$ cat config.mk
export PLATFORM = sky130hd
export DESIGN_NAME = mult_seq_ctrl
export DESIGN_NICKNAME = d
export VERILOG_FILES = /design/src/rtl/calc_pkg.sv /design/src/rtl/pp_row.sv /design/src/rtl/mult_seq_ctrl.sv
export SDC_FILE = /design/constraint.sdc
export NUM_CORES = 1
export LEC_CHECK = 0
export BUFFER_PORTS_ARGS = -buffer_cell sky130_fd_sc_hd__buf_2
export CAP_MARGIN = 15
export CORE_ASPECT_RATIO = 0.75
export CORE_MARGIN = 4
export CORE_UTILIZATION = 60
export CTS_CLUSTER_SIZE = 12
export DETAILED_ROUTE_END_ITERATION = 10
export GPL_TIMING_DRIVEN = 0
export PLACE_DENSITY = 0.84
export SLEW_MARGIN = 40
export SYNTH_ARGS = -nofsm -noshare
export SYNTH_HDL_FRONTEND = slang
export SYNTH_SLANG_ARGS = --single-unit
$ cat constraint.sdc
create_clock -name clk_i -period 3.2 [get_ports clk_i]
set_input_delay 0.64 -clock clk_i [delete_from_list [all_inputs] [get_ports clk_i]]
set_output_delay 0.64 -clock clk_i [all_outputs]
set_load 0.005 [all_outputs]
$ cat src/rtl/calc_pkg.sv
// rtl/calc_pkg.sv - shared calculator constants and multiply FSM state type
package calc_pkg;

    localparam int CALC_WIDTH = 8;

    typedef enum logic [1:0] {
        IDLE = 2'd0,
        RUN  = 2'd1,
        DONE = 2'd2
    } mult_state_t;

endpackage

$ cat src/rtl/pp_row.sv
// rtl/pp_row.sv - one row of 1-bit AND multiply cells forming a partial product
module pp_row #(
    parameter int WIDTH = 8
) (
    input  logic [WIDTH-1:0] mcand_i,
    input  logic             bit_i,
    output logic [WIDTH-1:0] pp_o
);

    for (genvar i = 0; i < WIDTH; i++) begin : g_cell
        assign pp_o[i] = mcand_i[i] & bit_i;
    end

endmodule

$ cat src/rtl/mult_seq_ctrl.sv
// rtl/mult_seq_ctrl.sv - shift-add multiply controller reusing one partial-product row over WIDTH cycles
module mult_seq_ctrl
    import calc_pkg::*;
#(
    parameter int WIDTH = CALC_WIDTH
) (
    input  logic               clk_i,
    input  logic               rst_i,
    input  logic               start_i,
    input  logic [WIDTH-1:0]   a_i,
    input  logic [WIDTH-1:0]   b_i,
    output logic               busy_o,
    output logic               done_o,
    output logic [2*WIDTH-1:0] product_o
);

    localparam int CW = $clog2(WIDTH) + 1;

    mult_state_t        state_q, state_d;
    logic [WIDTH-1:0]   mcand_q, mcand_d;
    logic [WIDTH-1:0]   mplier_q, mplier_d;
    logic [2*WIDTH-1:0] acc_q, acc_d;
    logic [CW-1:0]      cnt_q, cnt_d;
    logic               busy_q, busy_d;
    logic               done_q, done_d;
    logic [2*WIDTH-1:0] product_q, product_d;

    logic [WIDTH-1:0]   pp;
    logic [WIDTH:0]     sum;

    pp_row #(.WIDTH(WIDTH)) u_pp_row (
        .mcand_i (mcand_q),
        .bit_i   (mplier_q[0]),
        .pp_o    (pp)
    );

    assign sum = {1'b0, acc_q[2*WIDTH-1:WIDTH]} + {1'b0, pp};

    always_comb begin
        state_d   = state_q;
        mcand_d   = mcand_q;
        mplier_d  = mplier_q;
        acc_d     = acc_q;
        cnt_d     = cnt_q;
        done_d    = 1'b0;
        product_d = product_q;

        case (state_q)
            IDLE: begin
                if (start_i) begin
                    mcand_d  = a_i;
                    mplier_d = b_i;
                    acc_d    = '0;
                    cnt_d    = '0;
                    state_d  = RUN;
                end
            end
            RUN: begin
                // Carry out of the upper-half add enters the MSB as the accumulator shifts right.
                acc_d    = {sum, acc_q[WIDTH-1:1]};
                mplier_d = mplier_q >> 1;
                cnt_d    = cnt_q + 1'b1;
                if (cnt_q == CW'(WIDTH - 1)) begin
                    state_d = DONE;
                end
            end
            DONE: begin
                product_d = acc_q;
                done_d    = 1'b1;
                state_d   = IDLE;
            end
            default: state_d = IDLE;
        endcase

        // Busy covers the cycle carrying the done pulse as well, so it falls together with done.
        busy_d = (state_d != IDLE) || (state_q == DONE);
    end

    always_ff @(posedge clk_i) begin
        if (rst_i) begin
            state_q   <= IDLE;
            mcand_q   <= '0;
            mplier_q  <= '0;
            acc_q     <= '0;
            cnt_q     <= '0;
            busy_q    <= 1'b0;
            done_q    <= 1'b0;
            product_q <= '0;
        end else begin
            state_q   <= state_d;
            mcand_q   <= mcand_d;
            mplier_q  <= mplier_d;
            acc_q     <= acc_d;
            cnt_q     <= cnt_d;
            busy_q    <= busy_d;
            done_q    <= done_d;
            product_q <= product_d;
        end
    end

    assign busy_o    = busy_q;
    assign done_o    = done_q;
    assign product_o = product_q;

endmodule
==> flow_summary.ini, run 1 <==
[synth]
synthCells = 283
syn_area_per_cell_um2 = 8.758
ys_types = 47
synthesis.area_um2 = 2479
async_flop_share = 0
synth_fp_nets = 312
ys_seq_area_frac = 0.4523
synth_top_family_by_area = simple AND/OR/NAND/NOR gates
yosys.area_share.xor_xnor = 0.01060
yosys_warnings = 0
synth_ff_type = dfxtp_1
synthAdderAreaFrac = 0.05351
synth-edff-count = 0
synth-seq-cells = 56
muxShareOfSynthArea = 0.03635
synth_compound_area_frac = 0.1802
synth-simple-area-share = 0.2216

[global_routing]
first_global_vias = 2037
antenna_found_initial = 0
grt_max_degree = 18
overflow = 0
grt_use_total = 0.2230
grt_pass1_wl_um = 9204

[layout]
seq_area_um2 = 1121
antenna-diode-count = 0
final_layout_size_suffix_gt1_frac = 0.1846
finish.net_count = 353
area_growth_pct = 13.98
multi_input_area_um2 = 1245
n_fill_cell = 301

[timing]
rsz0062_at_grt = false
max_freq_mhz = 514.8
slew_viol_final = 0
layout_setup_ws_ns = 1.258
tns_ns = 0
slew_headroom = 0.6621
finalCriticalPeriod_ns = 1.942
hold_viol_final = 0
layout_worst_path_cycle_share = 0.6070
worst_pin_slew_ns = 0.5068
finClkSkew_ns = 0.008355
finalSetupViolations = 0

[floorplan]
die_h_um = 63.66
io_pins = 37
dieArea_um2 = 5234
rows = 19
core_um2 = 3827
fp.dieW_um = 82.22
start_util = 0.6476

[power]
p_per_area_nw_per_um2 = 464.7
seqPwrFrac = 0.555
p_comb_frac = 0.086
pwr-share-clk = 0.359
p_int_uw = 1002
vdd_drop_max_uv = 371.2
p_leak_uw = 0.001240
p_switching_uw = 311.1
switching_share = 0.2369

[cts]
cts_setup_buffers = 0
cts_hold_buf = 0
cts_tree = built
cts_made_buffers = 5
post_cts_resized = 0
clock_latency_ns = 0.31
clock_sinks = 56
ctsRootBufferMaster = clkbuf_8
clockBufferDepth = 2
ctsHtreeMaxLevel = 2
clkTransAtPathRegs_ns = 0.09

[route]
first_pass_iters = 4
drtAntennaViolNets = 0
met2_wirelength_um = 2494
top_layer_used = met4
viasPerCell = 5.623
met3_length_um = 361
drt_iter0_drc = 140
route.detailed.drc = 0
routed_wl_um = 5396
vias = 2120
wire_per_inst_um = 14.31
met1_length_um = 2475

[worst_setup_path]
startpoint = mplier_q[0]
critical-path-slowest-cell = fa_1
cp_slowest_stage_delay_ns = 0.41
cp_data_arrival_time_ns = 2.14
critPathLaunchType = register
cp_num_buf_inv = 0
worstPathCellList = and2_1, ha_1, fa_1, a21oi_1, o211ai_1, mux2i_1, nand3_1
path_class = reg -> reg
critical_path.top_delay_family = adder cells
crit_fanout = 9
cp.required_ns = 3.40
reg2reg_from = mplier_q[0]
critPathCaptureType = register

[place]
pre_cts_ws_ns = 1.298
io_buffers = 34
hpwl_um = 3984
place.gp.congestion = 0.9672

[outcome]
outcome = finished, final reports clean

[worst_hold_path]
hold_class = reg -> reg
worstHoldStart = product_o[7]

[flow_run]
drv_cap = 0
## routing by layer
| metal | vias up | global-route usage |
|---|---|---|
| met5 | - | 0 |
| met4 | 0 | 0.07054 |
| met3 | 9 | 0.04843 |
| met2 | 65 | 0.3510 |
| met1 | 991 | 0.3007 |
| li1 | 1055 | - |
## stage by stage
step                      instance area [um2]    util  total power [uW]  hold slack (ns)  cells
after floorplan                          2479       -             822.5           0.4323    283
after global placement                   2714  0.7091             851.2           0.4394    369
after detailed placement                 2714  0.7091             856.3           0.4430    369
after CTS                                2825  0.7382              1313           0.4562    377
after global routing                     2825  0.7382              1366           0.4879    377
final                                    2825  0.7382              1313           0.4552    377
## state kept, by name (all words and copies together) (netlist names)
name and cells:
acc_q 16, busy_o 1, cnt_q 4, done_o 1
mcand_q 8, mplier_q 8, product_o 16, state_q 2
## cell type report
| type | instances | area share |
|---|---|---|
| repair buffers | 34 | 0.06023 |
| plain buffers | 15 | 0.03454 |
| inverters | 4 | 0.005314 |
| flip-flops and latches | 56 | 0.3968 |
| multi-input cells | 208 | 0.4407 |
| well taps | 52 | 0.02303 |
| clock inverters | 2 | 0.01373 |
| clock buffers | 6 | 0.02569 |
## worst paths after layout
kind | to | slack (ns) | cells after the start
worst max register to register | acc_q[13] | 1.26 | 7
worst min register to register | product_o[7] | 0.46 | 2
worst max-delay path | acc_q[13] | 1.26 | 7
worst min-delay path | product_o[7] | 0.46 | 2
## cell families after synthesis
group / after synthesis
AND/OR/NAND/NOR: 122
AO/OA/AOI/OAI: 64
flip-flops: 56
buffers and inverters: 19
adder cells (fa/ha/maj): 10
multiplexers: 9
XOR/XNOR: 3
## cell usage after synthesis, drive strengths merged, types with 2 or more instances
cell | count | area share
a211oi | 4 | 0.014
a21o | 2 | 0.0061
a21oi | 22 | 0.044
a22oi | 12 | 0.036
a2bb2oi | 5 | 0.018
and2 | 8 | 0.020
buf | 12 | 0.035
clkbuf | 3 | 0.0045
dfxtp | 56 | 0.45
ha | 9 | 0.045
inv | 4 | 0.0061
mux2i | 9 | 0.036
nand2 | 42 | 0.064
nand2b | 2 | 0.0050
nand3b | 3 | 0.0091
nor2 | 49 | 0.074
nor3 | 6 | 0.012
nor3b | 3 | 0.011
o211ai | 3 | 0.0091
o21ai | 7 | 0.016
o22ai | 2 | 0.0050
o311ai | 2 | 0.014
xnor2 | 2 | 0.0071
## worst register-to-register path: stages (launching register included)
cell	delay, ns
dfxtp_1	0.38
and2_1	0.17
ha_1	0.23
fa_1	0.41
a21oi_1	0.24
o211ai_1	0.15
mux2i_1	0.16
nand3_1	0.09
## power groups by stage
stage	Combinational, uW	Sequential [uW]	Clock (uW)
after global placement	108	743	0
after floorplan	82.2	740	0
after detailed placement	112	744	0
after CTS	113	728	472
after global routing	126	731	508
final	113	728	472
## layout by cell type (no fill, tap or decap), drive strengths merged, types with 2 or more instances in the layout
cell type and count:
buf 46, nand2b 2, and2 8, a21oi 22, dfxtp 56, nand2 42, clkbuf 9, o211ai 3
ha 9, a22oi 12, nor2 49, nor3b 3, a211oi 4, a2bb2oi 5, inv 5, o22ai 2
o21ai 7, a21o 2, mux2i 9, nand3b 3, o311ai 2, nor3 6, xnor2 2
(Power assumes the default switching activity.)
==> inputs of run 2 (changes only) <==
Settings changed: CORE_UTILIZATION 60 to 56, PLACE_DENSITY 0.84 to 0.8.
Clock period 3.2 ns to 2 ns, I/O delays scaled along.
==> run 2 against run 1 <==
Against the previous run: sequential share of layout area about the same; cell count increased by 0.80%; non-clock buffer count unchanged; clock skew decreased by 0.0025 ns; sequential power increased by 59%; clock power increased by 54%; core utilization decreased by 5.7 points; worst hold slack got worse by 0.14 ns; design area increased by 0.18%; worst setup slack got worse by 1.1 ns; clock-buffer cell count unchanged; critical path type unchanged.
==> flow_summary.ini, run 2 (same netlist as run 1, synthesis figures left out) <==
[outcome]
outcome = finished, final reports clean

[layout]
final_layout_size_suffix_gt1_frac = 0.1908
multi_input_area_um2 = 1249
n_fill_cell = 379
antenna-diode-count = 0
finish.net_count = 353
utilization = 0.6813
layout_commonest_cell = dfxtp_1
seq_area_um2 = 1122
layout_common_cells = dfxtp_1 (55), nor2_1 (49), nand2_1 (42), buf_2 (40), a21oi_1 (21)
area_growth_pct = 14.18

[route]
drtAntennaViolNets = 0
viasPerCell = 5.447
wire_per_inst_um = 13.79
route.detailed.drc = 0
routed_wl_um = 5239
first_pass_iters = 4
vias = 2070
drt_iter0_drc = 108

[place]
io_buffers = 34
place.gp.congestion = 0.9060
pre_cts_ws_ns = 0.04311
hpwl_um = 3916

[cts]
clkTransAtPathRegs_ns = 0.09
clockBufferDepth = 2
ctsHtreeMaxLevel = 2
cts_hold_buf = 0
cts_made_buffers = 5
clock_latency_ns = 0.31
clock_sinks = 56
ctsRootBufferMaster = clkbuf_8
post_cts_resized = 0
cts_setup_buffers = 0
cts_tree = built

[timing]
hold_viol_final = 0
finalSetupViolations = 0
slew_viol_final = 0
tns_ns = 0
layout_worst_path_cycle_share = 0.9318
finalCriticalPeriod_ns = 1.864
layout_setup_ws_ns = 0.1364
slew_headroom = 0.6550
max_freq_mhz = 536.6
finClkSkew_ns = 0.005887
worst_pin_slew_ns = 0.5156
rsz0062_at_grt = false

[worst_setup_path]
critical-path-slowest-cell = fa_1
cp.required_ns = 2.21
reg2reg_depth = 7
critPathLaunchType = register
critPathCaptureType = register
worstPathCellList = and2_1, ha_1, fa_1, a21oi_2, o211ai_1, mux2i_1, nand3_1
r2r-end = acc_q[13]
rrSetupSlack_ns = 0.14
cp_slowest_stage_delay_ns = 0.43
crit_fanout = 9
startpoint = mplier_q[0]
cp_data_arrival_time_ns = 2.07
reg2reg_from = mplier_q[0]
path_class = reg -> reg

[power]
switching_share = 0.2294
p_per_area_nw_per_um2 = 731.9
p_int_uw = 1596
p_leak_uw = 0.001240
p_comb_frac = 0.088
seqPwrFrac = 0.562
vdd_drop_max_uv = 426.9
pwr-share-clk = 0.351
p_switching_uw = 475.2

[flow_run]
drv_cap = 0

[global_routing]
grt_max_degree = 17
overflow = 0
grt_use_total = 0.2033
first_global_vias = 2045
grt_pass1_wl_um = 9163
antenna_found_initial = 0

[floorplan]
die_h_um = 65.62
dieArea_um2 = 5565
start_util = 0.5967
io_pins = 37
core_um2 = 4154
fp.dieW_um = 84.82
rows = 20

[worst_hold_path]
worstHoldStart = a_i[7]
hold_class = in -> reg
worstHoldEndpoint = mcand_q[7]
min_path_cells = 3
[run 2: how the worst max path moves through the flow]
stage	to	slack, ns	cells past startpoint
finish	acc_q[13]	0.14	7
global route	acc_q[13]	0.02	7
CTS	acc_q[13]	0.03	7
detailed placement	acc_q[13]	0.04	7
global placement	acc_q[13]	0.05	7
floorplan	acc_q[13]	0.26	7
[run 2: cell type report]
type                    count  share of cell area
plain buffers              15             0.03448
clock buffers               6             0.02564
clock inverters             2             0.01238
inverters                   4            0.005305
multi-input cells         208              0.4412
flip-flops and latches     56              0.3966
well taps                  55             0.02431
repair buffers             34             0.06012
[run 2: power by group through the flow]
stage                     combinational [uW]  clock (uW)  sequential, uW
after floorplan                          132           0            1180
after global placement                   176           0            1190
after detailed placement                 180           0            1190
after CTS                                181         741            1160
after global routing                     203         793            1170
final                                    181         727            1160
[run 2: worst max-delay path: cells and delay by family, from the launching register on]
family                   cells  cell delay [ns]
adder cells (fa/ha/maj)      2             0.66
flip-flops                   1             0.36
AO/OA/AOI/OAI                2             0.33
AND/OR/NAND/NOR              2             0.24
multiplexers                 1             0.18
[run 2: per-layer routing]
layer | vias up | track usage | wire length, um
met5 | - | 0 | 0
met4 | 0 | 0.06522 | 69
met3 | 7 | 0.04386 | 168
met2 | 30 | 0.3311 | 2359
met1 | 973 | 0.2701 | 2642
li1 | 1060 | - | -
[run 2: per-stage QoR]
stage	total power (uW)	hold WS, ns	area [um2]	cells
5_1_grt	2164	0.3275	2830	380
6_report	2071	0.3201	2830	380
2_1_floorplan	1316	0.4323	2479	283
3_3_place_gp	1364	0.4393	2718	372
3_5_place_dp	1370	0.4457	2718	372
4_1_cts	2085	0.3159	2825	380
==> inputs of run 3 (changes only) <==
Settings changed: ABC_AREA from default to 1.
==> run 3 against run 2 <==
Against the previous run: worst setup slack better by 0.040 ns; global-route usage down 0.11 points; sequential cell count stayed put; design area is 1.5% lower; critical path depth grew 5; first-iteration DRC count increased by 53%; cell count is 10% higher; sequential power hardly changed; non-clock buffer count shrank 1; largest power group unchanged.
==> flow_summary.ini, run 3 <==
[floorplan]
fp.dieW_um = 84.32
io_pins = 37
core_um2 = 4129
start_util = 0.5924
rows = 20
die_h_um = 65.24
dieArea_um2 = 5500

[worst_setup_path]
worstPathCellList = nand2_1, inv_1, ha_1, fa_2, nand2_1, nand3_1, nand3_1, nand2_1, nand2_1, nand2_1, nand2_1, nand2_1
crit_top_cell = nand2_1
critical_path.top_delay_family = simple AND/OR/NAND/NOR gates
crit_fanout = 9
cp_data_arrival_time_ns = 2.04
critical-path-slowest-cell = dfxtp_2
path_class = reg -> reg
critPathLaunchType = register
critPathCaptureType = register
cp_slowest_stage_delay_ns = 0.38
cp_num_buf_inv = 1
cp.required_ns = 2.22

[worst_hold_path]
hold_class = in -> reg

[synth]
ys_seq_area_frac = 0.4583
synth_commonest_cells = nand2_1 (62), dfxtp_1 (56), nor2_1 (55)
yosys_warnings = 0
synthCells = 321
synthesis.area_um2 = 2446
synth.area.top_cells = dfxtp_1 (46%), nand2_1 (9.5%), nor2_1 (8.4%), o21ai_0 (6.1%), ha_1 (4.6%)
synth_fp_nets = 350
yosysMostFrequentCell = nand2_1
syn_area_per_cell_um2 = 7.620
ys_types = 31
synth-edff-count = 0
yosys.area.top_type_share = 0.4583
synth_ff_type = dfxtp_1
async_flop_share = 0
synth-seq-cells = 56
yosys.area.top_type = dfxtp_1

[place]
place.gp.congestion = 0.9104
pre_cts_ws_ns = 0.008829
io_buffers = 35
hpwl_um = 3925

[cts]
cts_tree = built
ctsRootBufferMaster = clkbuf_8
ctsHtreeMaxLevel = 2
cts_made_buffers = 5
clkTransAtPathRegs_ns = 0.10
clockBufferDepth = 2
cts_hold_buf = 0
clock_latency_ns = 0.31
clock_sinks = 56

[layout]
antenna-diode-count = 0
final_layout_size_suffix_gt1_frac = 0.1818
utilization = 0.6748
finish.net_count = 391
layout_commonest_cell = nand2_1
area_growth_pct = 13.91
layout_common_cells = nand2_1 (62), nor2_1 (55), dfxtp_1 (55), buf_2 (38), o21ai_0 (30)

[timing]
worst_pin_slew_ns = 0.5418
tns_ns = 0
slew_viol_final = 0
finalCriticalPeriod_ns = 1.823
hold_viol_final = 0
slew_headroom = 0.6388
max_freq_mhz = 548.5
finClkSkew_ns = 0.01053
finalSetupViolations = 0
rsz0062_at_grt = false
layout_worst_path_cycle_share = 0.9116
layout_setup_ws_ns = 0.1769

[route]
drtAntennaViolNets = 0
first_pass_iters = 5
wire_per_inst_um = 12.75
route.detailed.drc = 0
viasPerCell = 5.273
routed_wl_um = 5331
vias = 2204
drt_iter0_drc = 165

[global_routing]
grt_use_total = 0.2022
grt_pass1_wl_um = 9004
grt_max_degree = 18
antenna_found_initial = 0
first_global_vias = 1947
overflow = 0

[power]
vdd_drop_max_uv = 467.4
p_leak_uw = 0.001397
p_per_area_nw_per_um2 = 709.4

[flow_run]
drv_cap = 0

[outcome]
outcome = finished, final reports clean
## run 3: cell count changes after synthesis, sizes merged, moves of 5 or more
cell and change:
inv +28, nor2 +9, and2 -8, nand2 +23, o21ai +25, nand3 +12, nor3 -6, a2bb2oi -5
mux2i -9, buf -5
## run 3: metrics by stage
stage               instances  area, um2  total power [uW]  hold slack [ns]
global route              418       2786              2062           0.2902
CTS                       418       2783              1978           0.3049
detailed placement        411       2690              1348           0.4504
floorplan                 321       2446              1294           0.4198
finish                    418       2786              1977           0.2983
global placement          411       2690              1344           0.4367
## run 3: report_power, final
group / switching, uW / leakage (uW) / internal (uW)
Combinational: 100 / 0.000890 / 60.4
Sequential: 19.9 / 0.000455 / 1140
Clock: 369 / 0.0000516 / 284
Total: 489 / 0.00140 / 1490
## run 3: worst reg2reg max path: cells and delay by family, from the launching register on
kind | cells | cell delay, ns
buf+inv | 1 | 0.04
fa+ha+maj | 2 | 0.58
simple gates | 9 | 0.73
flops | 1 | 0.38
## run 3: area by class of cell
cell class,count,area (um2)
inverters,33,128.9
clock buffers,6,82.58
plain buffers,13,80.08
multi-input cells,218,1115
flip-flops and latches,56,1122
clock inverters,2,13.76
well taps,55,68.82
repair buffers,35,175.2
fillers,382,1343
## run 3: kinds of logic (layout without fill, tap and decap cells)
logic type | Yosys count | in the layout | share of synthesized area
AO/OA/AOI/OAI | 68 | 68 | 0.1565
adder cells (fa/ha/maj) | 10 | 10 | 0.05422
flip-flops | 56 | 56 | 0.4583
buffers and inverters | 47 | 89 | 0.08695
AND/OR/NAND/NOR | 140 | 140 | 0.2440
## run 3: path summary, 6_finish.rpt
check              startpoint      endpoint  slack, ns  cells after the start
setup / recovery  mplier_q[0]     acc_q[15]       0.18                     12
hold / removal         a_i[1]    mcand_q[1]       0.30                      3
setup reg to reg  mplier_q[0]     acc_q[15]       0.18                     12
hold reg to reg      acc_q[0]  product_o[0]       0.46                      2
## run 3: layer usage
layer,vias to the layer above,global-route usage,wire (um)
met5,-,0,0
met4,0,0.04418,65
met3,8,0.05138,301
met2,58,0.3189,2362
met1,1015,0.2804,2601
li1,1123,-,-
## run 3: repair_timing
action                     in CTS  in global routing
resized for setup               0                  2
setup buffers                   0                  0
setup endpoints to repair       2                  2
hold endpoints to repair        0                  0
